--- config.mk ---
export PLATFORM = sky130hd
export DESIGN_NAME = shift_sequencer
export DESIGN_NICKNAME = d
export VERILOG_FILES = /design/src/rtl/shift_sequencer.sv
export SDC_FILE = /design/constraint.sdc
export NUM_CORES = 1
export LEC_CHECK = 0
export ABC_AREA = 1
export BUFFER_PORTS_ARGS = -buffer_cell sky130_fd_sc_hd__buf_2
export CORE_ASPECT_RATIO = 1.5
export CORE_UTILIZATION = 45
export DETAILED_ROUTE_END_ITERATION = 10
export HOLD_SLACK_MARGIN = 0.15
export PLACE_DENSITY_LB_ADDON = 0.15
export SLEW_MARGIN = 20
export SYNTH_ARGS = -nofsm -noshare
export SYNTH_HDL_FRONTEND = slang
export SYNTH_SLANG_ARGS = --single-unit
--- constraint.sdc ---
create_clock -name clk -period 3.7 [get_ports clk]
set_input_delay 0.74 -clock clk [delete_from_list [all_inputs] [get_ports clk]]
set_output_delay 0.74 -clock clk [all_outputs]
set_load 0.005 [all_outputs]
--- src/rtl/shift_sequencer.sv ---
// Multi-cycle ARM operand-2 shifter: LSL/LSR/ASR/ROR/RRX with carry-out,
// at most STEP bit positions per cycle, valid/ready on request and result.
module shift_sequencer #(
    parameter int STEP = 8
) (
    input  logic        clk,
    input  logic        rst,
    input  logic        flush,
    input  logic        req_valid,
    output logic        req_ready,
    input  logic [2:0]  req_op,
    input  logic [31:0] req_data,
    input  logic [7:0]  req_amount,
    input  logic        req_carry_in,
    output logic        res_valid,
    input  logic        res_ready,
    output logic [31:0] res_data,
    output logic        res_carry,
    output logic        busy
);

    typedef enum logic [1:0] {IDLE, SHIFT, DONE} state_t;
    typedef enum logic [1:0] {SH_LSL, SH_LSR, SH_ASR, SH_ROR} shift_t;

    localparam logic [5:0] STEP_W = 6'(STEP);

    state_t        state, state_next;
    shift_t        work_type;
    logic [31:0]   work_data;
    logic          work_carry;
    logic [5:0]    remaining;

    shift_t        req_type;
    logic          req_reg;
    logic          is_rrx;
    logic [5:0]    eff_count;

    logic [5:0]    step_k;
    logic [32:0]   lsl_ext;
    logic [32:0]   lsr_ext;
    logic signed [32:0] asr_ext;
    logic [31:0]   ror_data;
    logic [31:0]   step_data;
    logic          step_carry;

    // Effective shift count; counts past 32 are clamped so the step loop
    // naturally produces the architectural over-shift results.
    always_comb begin
        // NOTE: every always_comb output gets a default first so no path can infer a latch.
        req_type  = shift_t'(req_op[2:1]);
        req_reg   = req_op[0];
        is_rrx    = 1'b0;
        eff_count = 6'd0;
        if (req_reg) begin
            case (req_type)
                SH_LSL, SH_LSR: eff_count = (req_amount > 8'd33) ? 6'd33 : req_amount[5:0];
                SH_ASR:         eff_count = (req_amount > 8'd32) ? 6'd32 : req_amount[5:0];
                default:        eff_count = (req_amount[4:0] == 5'd0) ? 6'd32 : {1'b0, req_amount[4:0]};
            endcase
            if (req_amount == 8'd0)
                eff_count = 6'd0;
        end else begin
            eff_count = {1'b0, req_amount[4:0]};
            if (req_amount[4:0] == 5'd0) begin
                case (req_type)
                    SH_LSR, SH_ASR: eff_count = 6'd32;
                    SH_ROR:         is_rrx    = 1'b1;
                    default:        eff_count = 6'd0;
                endcase
            end
        end
    end

    // One step of up to STEP positions; the extra bit of each extended
    // vector catches the last bit shifted out.
    always_comb begin
        step_k   = (remaining < STEP_W) ? remaining : STEP_W;
        lsl_ext  = {1'b0, work_data} << step_k;
        lsr_ext  = {work_data, 1'b0} >> step_k;
        asr_ext  = $signed({work_data, 1'b0}) >>> step_k;
        ror_data = (work_data >> step_k) | (work_data << (6'd32 - step_k));
        case (work_type)
            SH_LSL: begin step_data = lsl_ext[31:0];  step_carry = lsl_ext[32]; end
            SH_LSR: begin step_data = lsr_ext[32:1];  step_carry = lsr_ext[0];  end
            SH_ASR: begin step_data = asr_ext[32:1];  step_carry = asr_ext[0];  end
            default: begin step_data = ror_data;      step_carry = ror_data[31]; end
        endcase
    end

    always_comb begin
        state_next = state;
        req_ready  = 1'b0;
        res_valid  = 1'b0;
        busy       = 1'b0;
        case (state)
            IDLE: begin
                req_ready = 1'b1;
                if (req_valid)
                    state_next = (eff_count == 6'd0 || is_rrx) ? DONE : SHIFT;
            end
            SHIFT: begin
                busy = 1'b1;
                if (remaining == step_k)
                    state_next = DONE;
            end
            DONE: begin
                busy      = 1'b1;
                res_valid = 1'b1;
                if (res_ready)
                    state_next = IDLE;
            end
            default: state_next = IDLE;
        endcase
    end

    // Result is forced to zero outside DONE so idle outputs never leak stale data.
    assign res_data  = res_valid ? work_data  : 32'd0;
    assign res_carry = res_valid ? work_carry : 1'b0;

    always_ff @(posedge clk) begin
        // NOTE: sequential state uses non-blocking assignments so all registers update from pre-edge values.
        if (rst || flush) begin
            state      <= IDLE;
            work_type  <= SH_LSL;
            work_data  <= 32'd0;
            work_carry <= 1'b0;
            remaining  <= 6'd0;
        end else begin
            state <= state_next;
            case (state)
                IDLE: begin
                    if (req_valid) begin
                        work_type <= req_type;
                        remaining <= eff_count;
                        if (is_rrx) begin
                            work_data  <= {req_carry_in, req_data[31:1]};
                            work_carry <= req_data[0];
                        end else begin
                            work_data  <= req_data;
                            work_carry <= req_carry_in;
                        end
                    end
                end
                SHIFT: begin
                    work_data  <= step_data;
                    work_carry <= step_carry;
                    remaining  <= remaining - step_k;
                end
                default: ;
            endcase
        end
    end

endmodule

==> results of run 1 <==
==> cell type report <==
cell class,count,area (um2),area share
Multi-Input combinational cell,1093,5167,0.6747
Sequential cell,43,860.8,0.1124
Inverter,165,619.3,0.08087
Timing Repair Buffer,105,603.1,0.07875
Tap cell,199,249.0,0.03251
Clock buffer,6,128.9,0.01683
Clock inverter,1,30.03,0.003921
==> Yosys cell counts, types with 4 or more instances <==
cell type and count:
a21oi_1 77, a31oi_1 4, buf_1 4, buf_2 20, buf_4 10, buf_6 5, clkbuf_1 46, dfxtp_1 43
ha_1 10, inv_1 156, inv_2 7, nand2_1 449, nand2_2 10, nand3_1 277, nand3b_1 6, nand4_1 27
nor2_1 81, nor2_2 4, nor2_4 5, o211ai_1 24, o21ai_0 85, o21ai_1 7, o21bai_1 4
==> worst max-delay path: stages (launching register included) <==
cell and delay (ns):
dfxtp_1 0.39, nor2_8 0.33, nand2_8 0.31, nor2_4 0.18, buf_4 0.53, inv_2 0.26
nor2_1 0.27, nand3_1 0.11, nand2_1 0.07, inv_1 0.04, nand2_1 0.05, nor2_1 0.04
nand2_1 0.08, nand2_1 0.05, a21oi_1 0.15
==> logic make-up after synthesis <==
family                     count (synthesis)
AOI/OAI and AO/OA                        210
other                                      1
and+or+nand+nor                          871
xor gates and xnor gates                   1
adders and majority gates                 10
buffers and inverters                    250
DFF                                       43
==> worst max-delay path by stage <==
stage / from / end / cells after the start
global placement: req_amount[2] / work_data[5]$_SDFFE_PP0P_ / 11
global route: remaining[4]$_SDFFE_PP0P_ / work_data[28]$_SDFFE_PP0P_ / 14
detailed placement: req_amount[2] / work_data[5]$_SDFFE_PP0P_ / 11
CTS: remaining[4]$_SDFFE_PP0P_ / work_data[28]$_SDFFE_PP0P_ / 14
finish: remaining[4]$_SDFFE_PP0P_ / work_data[28]$_SDFFE_PP0P_ / 14
floorplan: remaining[4]$_SDFFE_PP0P_ / work_data[19]$_SDFFE_PP0P_ / 18
==> sequential cells by signal, indices dropped and copies added (netlist names) <==
register and cells:
work_data 32, remaining 6, work_carry 1, work_type 2, state 2
==> routing by layer <==
metal  routed length [um]  up-vias  GRT usage
met5                    0        -          0
met4                 1774        0     0.2150
met3                 2792      131    0.03645
met2                14580      588     0.6422
met1                12240     4353     0.4823
li1                     -     4594          -
==> stage by stage <==
step / util / total power [W] / worst slack [ns] / area [um2] / std cells
2_1_floorplan: - / 0.001350 / 1.105 / 7056 / 1386
3_3_place_gp: 0.4931 / 0.001716 / 0.8493 / 7500 / 1605
3_5_place_dp: 0.4931 / 0.001709 / 0.7291 / 7500 / 1605
4_1_cts: 0.5036 / 0.002211 / 0.7927 / 7659 / 1612
5_1_grt: 0.5036 / 0.002374 / 0.4931 / 7659 / 1612
6_report: 0.5036 / 0.002247 / 0.7254 / 7659 / 1612
==> power by group through the flow <==
stage | Sequential (W) | Combinational (W) | Clock (W)
4_1_cts | 0.000525 | 0.00118 | 0.000508
3_3_place_gp | 0.000534 | 0.00118 | 0
2_1_floorplan | 0.000518 | 0.000833 | 0
6_report | 0.000526 | 0.00122 | 0.000504
3_5_place_dp | 0.000535 | 0.00117 | 0
5_1_grt | 0.000529 | 0.00132 | 0.000523
==> flow_summary.ini, run 1 <==
[run_status]
outcome = complete, no violations

[clocking]
post_cts_resized = 0
cts_tree = done
htreeDepth = 2
cts.sinks = 43
cts_buffer_depth = 2
postCtsHoldBufs = 0
cts_buffers = 5
clock_latency_ns = 0.29
path_clk_slew_ns = 0.06
cts-root-buf = clkbuf_16
post_cts_buffers = 0

[die]
fp.coreArea_mm2 = 0.01521
start_util = 0.4639
rows = 55
ios = 85
die_w_um = 104.2
die-area_mm2 = 0.01619
die-height_um = 155.4

[worst_setup_path]
r2r_end = work_data[28]$_SDFFE_PP0P_
rrSetupSlack_ns = 0.73
r2r_cells = 14
cp_data_arrival_time_ns = 3.18
r2r_start = remaining[4]$_SDFFE_PP0P_
crit_type = reg -> reg
critical_path.max_fanout = 46
critPathRequiredTime_ns = 3.90
critPathLaunchType = flop
endpoint_kind = flop

[hold_path]
min_to = work_carry$_SDFFE_PP0P_
hp-start = work_carry$_SDFFE_PP0P_
min_path_type = reg -> reg
hold_path_depth = 2

[yosys]
synth_flop_cell = dfxtp_1
synth.area.top_cells = nand2_1 24%, nand3_1 20%, dfxtp_1 12%
yosysTopAreaCell = nand2_1
netlist-cell-type-count = 42
synth.area.mux_share = 0
synth_area_mm2 = 0.007056
synthAdderAreaFrac = 0.01773
synth_simple_gate_area_frac = 0.5480
synth_xor_area_frac = 0.001241
syn_inst = 1386
synth_edf_count = 0
avgSynthCellArea_um2 = 5.091
ys_seq_area_frac = 0.1220
synth-compound-area-share = 0.1633
synth_fp_nets = 1445
synth_top_area_frac = 0.2389
synth_top_family_by_area = simple AND/OR/NAND/NOR gates
async_flop_share = 0
synth-seq-cells = 43
yosysWarnings = 0

[timing]
relSlewSlack = 0.4394
period_share = 0.8039
skew_ns = 0.006541
worst_pin_slew_ns = 0.8400
holdWs_ns = 0.4891
finalSetupViolCount = 0
maxSlewViolCount = 0
rsz0062_at_grt = false
hold_viol = 0
fmax_mhz = 336.2
fin_crit_ns = 2.975
setup_tns_ns = 0

[grt]
grt_pass1_wl_um = 48550
grt_use_total = 0.3838
grt_pass1_vias = 8886
grt_max_degree = 66
grt_overflow_total = 0
antenna_found_initial = 0

[run]
cap_viol_max_count = 0

[final_layout]
fillers = 1768
diodes = 0
layout_common_cells = 449 x nand2_1, 277 x nand3_1, 156 x inv_1, 85 x o21ai_0, 84 x buf_2
layout_commonest_cell = nand2_1
drive_gt1_frac = 0.1040
finalNetCount = 1472
area_growth_pct = 8.548

[power]
seqPwrFrac = 0.234
power.internal_w = 0.001159
combPwrFrac = 0.542
powerDensity_mw_per_mm2 = 293.4
ir_drop_uv = 277.8
leakagePower_nw = 4.051
p_switching_w = 0.001088
clockPowerShare = 0.224
switching_share = 0.4841

[detailed_routing]
drt_iter0_markers = 944
dr.pass1.iters = 7
drc = 0
vias = 9666
wl_um = 31380
ant_nets = 0
via_per_inst = 5.996
wl_per_cell_um = 19.47

[place]
io_buffers = 84
dpl.hpwl_um = 23990
place.gp.congestion = 1.021
(Power assumes the default switching activity.)
==> inputs of run 2 (changes only) <==
--- a/config.mk
+++ b/config.mk
@@ -5,7 +5,7 @@
 export SDC_FILE = /design/constraint.sdc
 export NUM_CORES = 1
 export LEC_CHECK = 0
-export ABC_AREA = 1
+export ABC_AREA = 0
 export BUFFER_PORTS_ARGS = -buffer_cell sky130_fd_sc_hd__buf_2
 export CORE_ASPECT_RATIO = 1.5
 export CORE_UTILIZATION = 45
==> constraint.sdc (replaced) <==
create_clock -name clk -period 2.61 [get_ports clk]
set_input_delay 0.522 -clock clk [delete_from_list [all_inputs] [get_ports clk]]
set_output_delay 0.522 -clock clk [all_outputs]
set_load 0.005 [all_outputs]
==> run 2 against run 1 <==
Net effect: the flow now finishes with violations (negative setup slack); die area is 2.4% higher; sequential share of layout area fell by 1.6 points; clock skew is 0.0046 ns higher; register-to-register slack got worse by 0.82 ns; hold slack gained 0.022 ns; non-clock buffer count up 127; core utilization rose by 6.9 points; highest routed layer unchanged.
==> flow_summary.ini, run 2 <==
[worst_setup_path]
critPathRequiredTime_ns = 2.81
path_buf_inv = 2
r2r_end = work_data[19]$_SDFFE_PP0P_
critical_path.max_fanout = 16
critPathLaunchType = flop
critPathSlowestCell = a311oi_2
r2r_cells = 8
endpoint_kind = flop
r2r_start = remaining[4]$_SDFFE_PP0P_
crit_type = reg -> reg
rrSetupSlack_ns = -0.09
cp_data_arrival_time_ns = 2.90
crit_family = simple AND/OR/NAND/NOR gates
path_cells = nor4b_4 -> inv_4 -> buf_12 -> mux2i_2 -> nand2_1 -> a311oi_2 -> nor2_1 -> a32o_1
cp_slowest_stage_delay_ns = 0.43

[yosys]
yosysMostFrequentCell = nand2_1
synth_area_mm2 = 0.007231
synth_top_area_frac = 0.1315
synth-seq-cells = 43
async_flop_share = 0
netlist-cell-type-count = 83
syn_inst = 1006
synth_flop_cell = dfxtp_1
synth_fp_nets = 1065
synth.area.top_cells = mux2i_1 13%, dfxtp_1 12%, nand2_1 7.3%
yosysTopAreaCell = mux2i_1
synth_edf_count = 0
synthTopCellsByCount = 140 x nand2_1, 95 x mux2i_1, 94 x clkbuf_1, 74 x a21oi_1, 68 x o21ai_0
ys_seq_area_frac = 0.1191
yosysWarnings = 0
avgSynthCellArea_um2 = 7.188

[final_layout]
fillers = 1570
largest_register_ff_count = 32
top_regs = work_data: 32 flops, remaining: 6 flops
final_cells = 1323
largest_register = work_data
layout_commonest_cell = nand2_1
layout_common_cells = 140 x nand2_1, 134 x buf_4, 87 x mux2i_1, 84 x buf_2, 74 x a21oi_1
drive_gt1_frac = 0.2887
finalNetCount = 1177
area_growth_pct = 24.26

[timing]
relSlewSlack = 0.5093
period_share = 1.035
worst_pin_slew_ns = 0.7327
hold_viol = 0
skew_ns = 0.01111
maxSlewViolCount = 0
fin_crit_ns = 2.702
finalSetupViolCount = 1
fmax_mhz = 370.0
rsz0062_at_grt = true
worst_slack_ns = -0.09240

[hold_path]
hold_path_depth = 3
min_to = work_data[9]$_SDFFE_PP0P_
hp-start = req_data[9]
min_path_type = in -> reg

[detailed_routing]
ant_nets = 0
via_per_inst = 7.259
wl_um = 40030
drt_iter0_markers = 1254
dr.pass1.iters = 5
drc = 0
wl_per_cell_um = 30.26
vias = 9604

[clocking]
clock_latency_ns = 0.31
cts.sinks = 43
cts_buffers = 5
cts_buffer_depth = 2
cts_tree = done
htreeDepth = 2
cts-root-buf = clkbuf_16
path_clk_slew_ns = 0.07
postCtsHoldBufs = 0

[die]
die_w_um = 105.5
start_util = 0.4607
fp.coreArea_mm2 = 0.01570
ios = 85
die-area_mm2 = 0.01659
die-height_um = 157.3
rows = 56

[power]
combPwrFrac = 0.534
clockPowerShare = 0.241
power.internal_w = 0.001983
switching_share = 0.4535
ir_drop_uv = 292.5
seqPwrFrac = 0.225
powerDensity_mw_per_mm2 = 403.9
leakagePower_nw = 3.746
p_switching_w = 0.001646
power_w = 0.003629

[grt]
grt_pass1_wl_um = 58580
grt_pass1_vias = 8847
grt_max_degree = 53
grt_use_total = 0.4818
grt_overflow_total = 0
antenna_found_initial = 1

[place]
dpl.hpwl_um = 28800
io_buffers = 84
place.gp.congestion = 1.133
dp.cells = 1304

[run_status]
violations = negative setup slack
outcome = finished, violations left

[run]
cap_viol_max_count = 0
==> run 2: power groups by stage <==
| stage | Sequential [W] | Combinational (W) | Clock (W) |
|---|---|---|---|
| 2_1_floorplan | 0.000734 | 0.00110 | 0 |
| 3_3_place_gp | 0.000819 | 0.00179 | 0 |
| 3_5_place_dp | 0.000818 | 0.00178 | 0 |
| 4_1_cts | 0.000803 | 0.00180 | 0.000874 |
| 5_1_grt | 0.000813 | 0.00201 | 0.000891 |
| 6_report | 0.000817 | 0.00194 | 0.000875 |
==> run 2: worst max path at each step <==
stage / end / cells past startpoint / from / slack, ns
final: work_data[19]$_SDFFE_PP0P_ / 8 / remaining[4]$_SDFFE_PP0P_ / -0.09
after global routing: work_data[24]$_SDFFE_PP0P_ / 10 / remaining[3]$_SDFFE_PP0P_ / -0.07
after CTS: work_data[5]$_SDFFE_PP0P_ / 8 / remaining[4]$_SDFFE_PP0P_ / -0.01
after detailed placement: work_data[25]$_SDFFE_PP0P_ / 8 / remaining[4]$_SDFFE_PP0P_ / -0.15
after global placement: work_data[25]$_SDFFE_PP0P_ / 8 / remaining[4]$_SDFFE_PP0P_ / -0.14
after floorplan: work_carry$_SDFFE_PP0P_ / 14 / remaining[4]$_SDFFE_PP0P_ / -0.22
==> run 2: cell families after synthesis <==
family,after synthesis,share of synthesized area
AOI/OAI and AO/OA,370,0.3549
xor gates and xnor gates,1,0.001212
adders and majority gates,10,0.01730
buffers and inverters,148,0.08756
DFF,43,0.1191
muxes,126,0.2132
other,1,0.0005186
and+or+nand+nor,307,0.2063
==> run 2: area by class of cell <==
type	instances	area [um2]	share of cell area
multi-input combinational	815	5909	0.6577
timing repair buffer	232	1677	0.1866
sequential	43	864.6	0.09623
tap	203	254.0	0.02827
clock buffer	6	128.9	0.01434
inverter	21	88.84	0.009887
clock inverter	2	60.06	0.006684
antenna	1	2.502	0.0002785
==> run 2: metrics by stage <==
| stage | util | setup WS (ns) | hold slack [ns] | instance area, um2 | setup TNS, ns |
|---|---|---|---|---|---|
| CTS | 0.5588 | -0.01002 | 0.5088 | 8770 | -0.01002 |
| global route | 0.5723 | -0.06953 | 0.5248 | 8982 | -0.3610 |
| floorplan | - | -0.2234 | 0.5098 | 7342 | -1.347 |
| global placement | 0.5453 | -0.1423 | 0.4937 | 8558 | -0.1510 |
| finish | 0.5725 | -0.09240 | 0.5109 | 8985 | -0.09240 |
| detailed placement | 0.5453 | -0.1543 | 0.5003 | 8558 | -0.2015 |
==> run 2: routing by layer <==
layer  global-route usage  wire, um  up-vias
met2               0.7607     17750      811
met4               0.3995      4244        0
met1               0.5460     13400     4482
li1                     -         -     4047
met3               0.1238      4642      264
met5                    0         0        -
==> run 2: timing repair <==
action,CTS,global route
endpoints found under the setup margin,3,16
cloned,0,1
setup buffers,0,9
gates resized for setup,3,27
endpoints found under the hold margin,0,0
pin swaps,0,7
==> run 2: worst register-to-register path, delay by kind of cell, from the launching register on <==
kind	cells	cell delay, ns
AND/OR/NAND/NOR	3	0.74
multiplexers	1	0.42
buffers and inverters	2	0.35
flip-flops	1	0.37
AO/OA/AOI/OAI	2	0.74
==> inputs of run 3 (changes only) <==
--- a/config.mk
+++ b/config.mk
@@ -12,6 +12,7 @@
 export DETAILED_ROUTE_END_ITERATION = 10
 export HOLD_SLACK_MARGIN = 0.15
 export PLACE_DENSITY_LB_ADDON = 0.15
+export RECOVER_POWER = 50
 export SLEW_MARGIN = 20
 export SYNTH_ARGS = -nofsm -noshare
 export SYNTH_HDL_FRONTEND = slang
==> run 3 against run 2 <==
Net effect: the flow still finishes with violations (negative setup slack); core utilization is 0.19 points lower; final cell count is the same; worst setup slack better by 0.013 ns; clock skew up 0.0011 ns; critical path depth unchanged; hold slack worse by 0.00098 ns; combinational power is essentially flat; sequential share of layout area is essentially flat; register-to-register slack about the same; fmax grew 0.50%; clock power hardly changed.
==> flow_summary.ini, run 3 (synthesis gave the netlist of run 2 again) <==
[place]
place.gp.congestion = 1.133
preCtsSetupSlack_ns = -0.1543
dpl.hpwl_um = 28800
dp.cells = 1304
io_buffers = 84

[grt]
antenna_found_initial = 1
grt_overflow_total = 0
grt_pass1_vias = 8847
grt_max_degree = 53
grt_pass1_wl_um = 58580
grt_use_total = 0.4818

[worst_setup_path]
critical_path.max_fanout = 16
critPathLaunchType = flop
endpoint_kind = flop
critPathRequiredTime_ns = 2.81
crit_type = reg -> reg
cp_data_arrival_time_ns = 2.89

[detailed_routing]
drc = 0
wl_um = 40080
ant_nets = 0
vias = 9599
dr.pass1.iters = 7
via_per_inst = 7.255
wl_per_cell_um = 30.29
drt_iter0_markers = 1132

[timing]
worst_slack_ns = -0.07904
hold_viol = 0
skew_ns = 0.01217
worst_pin_slew_ns = 0.7508
relSlewSlack = 0.4942
finalSetupViolCount = 1
maxSlewViolCount = 0
fmax_mhz = 371.9
period_share = 1.030
rsz0062_at_grt = true
fin_crit_ns = 2.689

[clocking]
htreeDepth = 2
path_clk_slew_ns = 0.07
cts_tree = done
clock_latency_ns = 0.31
cts-root-buf = clkbuf_16
cts_buffer_depth = 2
cts_buffers = 5
cts.sinks = 43
postCtsHoldBufs = 0

[run_status]
outcome = finished, violations left
violations = negative setup slack

[hold_path]
min_path_type = in -> reg

[die]
ios = 85
rows = 56
fp.coreArea_mm2 = 0.01570
start_util = 0.4607
die-height_um = 157.3
die-area_mm2 = 0.01659
die_w_um = 105.5

[power]
seqPwrFrac = 0.225
combPwrFrac = 0.534
power.internal_w = 0.001979
switching_share = 0.4541
leakagePower_nw = 3.659
clockPowerShare = 0.241
powerDensity_mw_per_mm2 = 404.8
power_w = 0.003625
ir_drop_uv = 293.8
p_switching_w = 0.001646

[final_layout]
layout_commonest_cell = nand2_1
final_cells = 1323
largest_register = work_data
final_util = 0.5706
largest_register_ff_count = 32
area_growth_pct = 23.84
top_regs = work_data: 32 flops, remaining: 6 flops
drive_gt1_frac = 0.2708
layout_common_cells = 140 x nand2_1, 132 x buf_4, 87 x mux2i_1, 74 x a21oi_1, 66 x o21ai_0
finalNetCount = 1177

[run]
cap_viol_max_count = 0
[run 3: area by class of cell]
type,count,area [um2]
Antenna cell,1,2.502
Clock buffer,6,128.9
Tap cell,203,254.0
Inverter,21,88.84
Timing Repair Buffer,232,1647
Multi-Input combinational cell,815,5909
Fill cell,1577,6740
Sequential cell,43,864.6
Clock inverter,2,60.06
[run 3: what timing repair did]
item                       4_1_cts  5_1_grt
setup buffers                    0        9
resized for setup                3       27
setup endpoints to repair        3       16
pin swaps                        0        7
gates cloned                     0        1
[run 3: critical path: stages, from the launching register on]
cell and delay (ns):
dfxtp_4 0.37, nor4b_4 0.38, inv_4 0.14, buf_12 0.20, mux2i_2 0.41, nand2_1 0.15
a311oi_2 0.43, nor2_1 0.20, a32o_1 0.29
[run 3: worst paths after layout]
check / slack, ns / to / depth (start not counted) / startpoint
setup reg to reg: -0.08 / work_data[19]$_SDFFE_PP0P_ / 8 / remaining[4]$_SDFFE_PP0P_
hold / removal: 0.51 / work_data[9]$_SDFFE_PP0P_ / 3 / req_data[9]
hold reg to reg: 0.53 / work_type[1]$_SDFFE_PP0P_ / 2 / work_type[1]$_SDFFE_PP0P_
setup / recovery: -0.08 / work_data[19]$_SDFFE_PP0P_ / 8 / remaining[4]$_SDFFE_PP0P_
[run 3: power by group through the flow]
stage	sequential (W)	clock (W)	combinational [W]
finish	0.000817	0.000874	0.00193
global route	0.000813	0.000891	0.00200
CTS	0.000803	0.000874	0.00180
detailed placement	0.000818	0	0.00178
global placement	0.000819	0	0.00179
floorplan	0.000734	0	0.00110
[run 3: metrics by stage]
step	TNS (ns)	hold WS (ns)	area [um2]
floorplan	-1.347	0.5098	7342
global placement	-0.1510	0.4937	8558
detailed placement	-0.2015	0.5003	8558
CTS	-0.01002	0.5088	8770
global route	-0.3610	0.5248	8952
finish	-0.07904	0.5099	8955
[run 3: metal layers]
layer	wire length, um	vias up	track usage
met4	4142	0	0.3995
met2	17870	818	0.7607
met1	13320	4478	0.5460
met5	0	-	0
li1	-	4052	-
met3	4745	251	0.1238
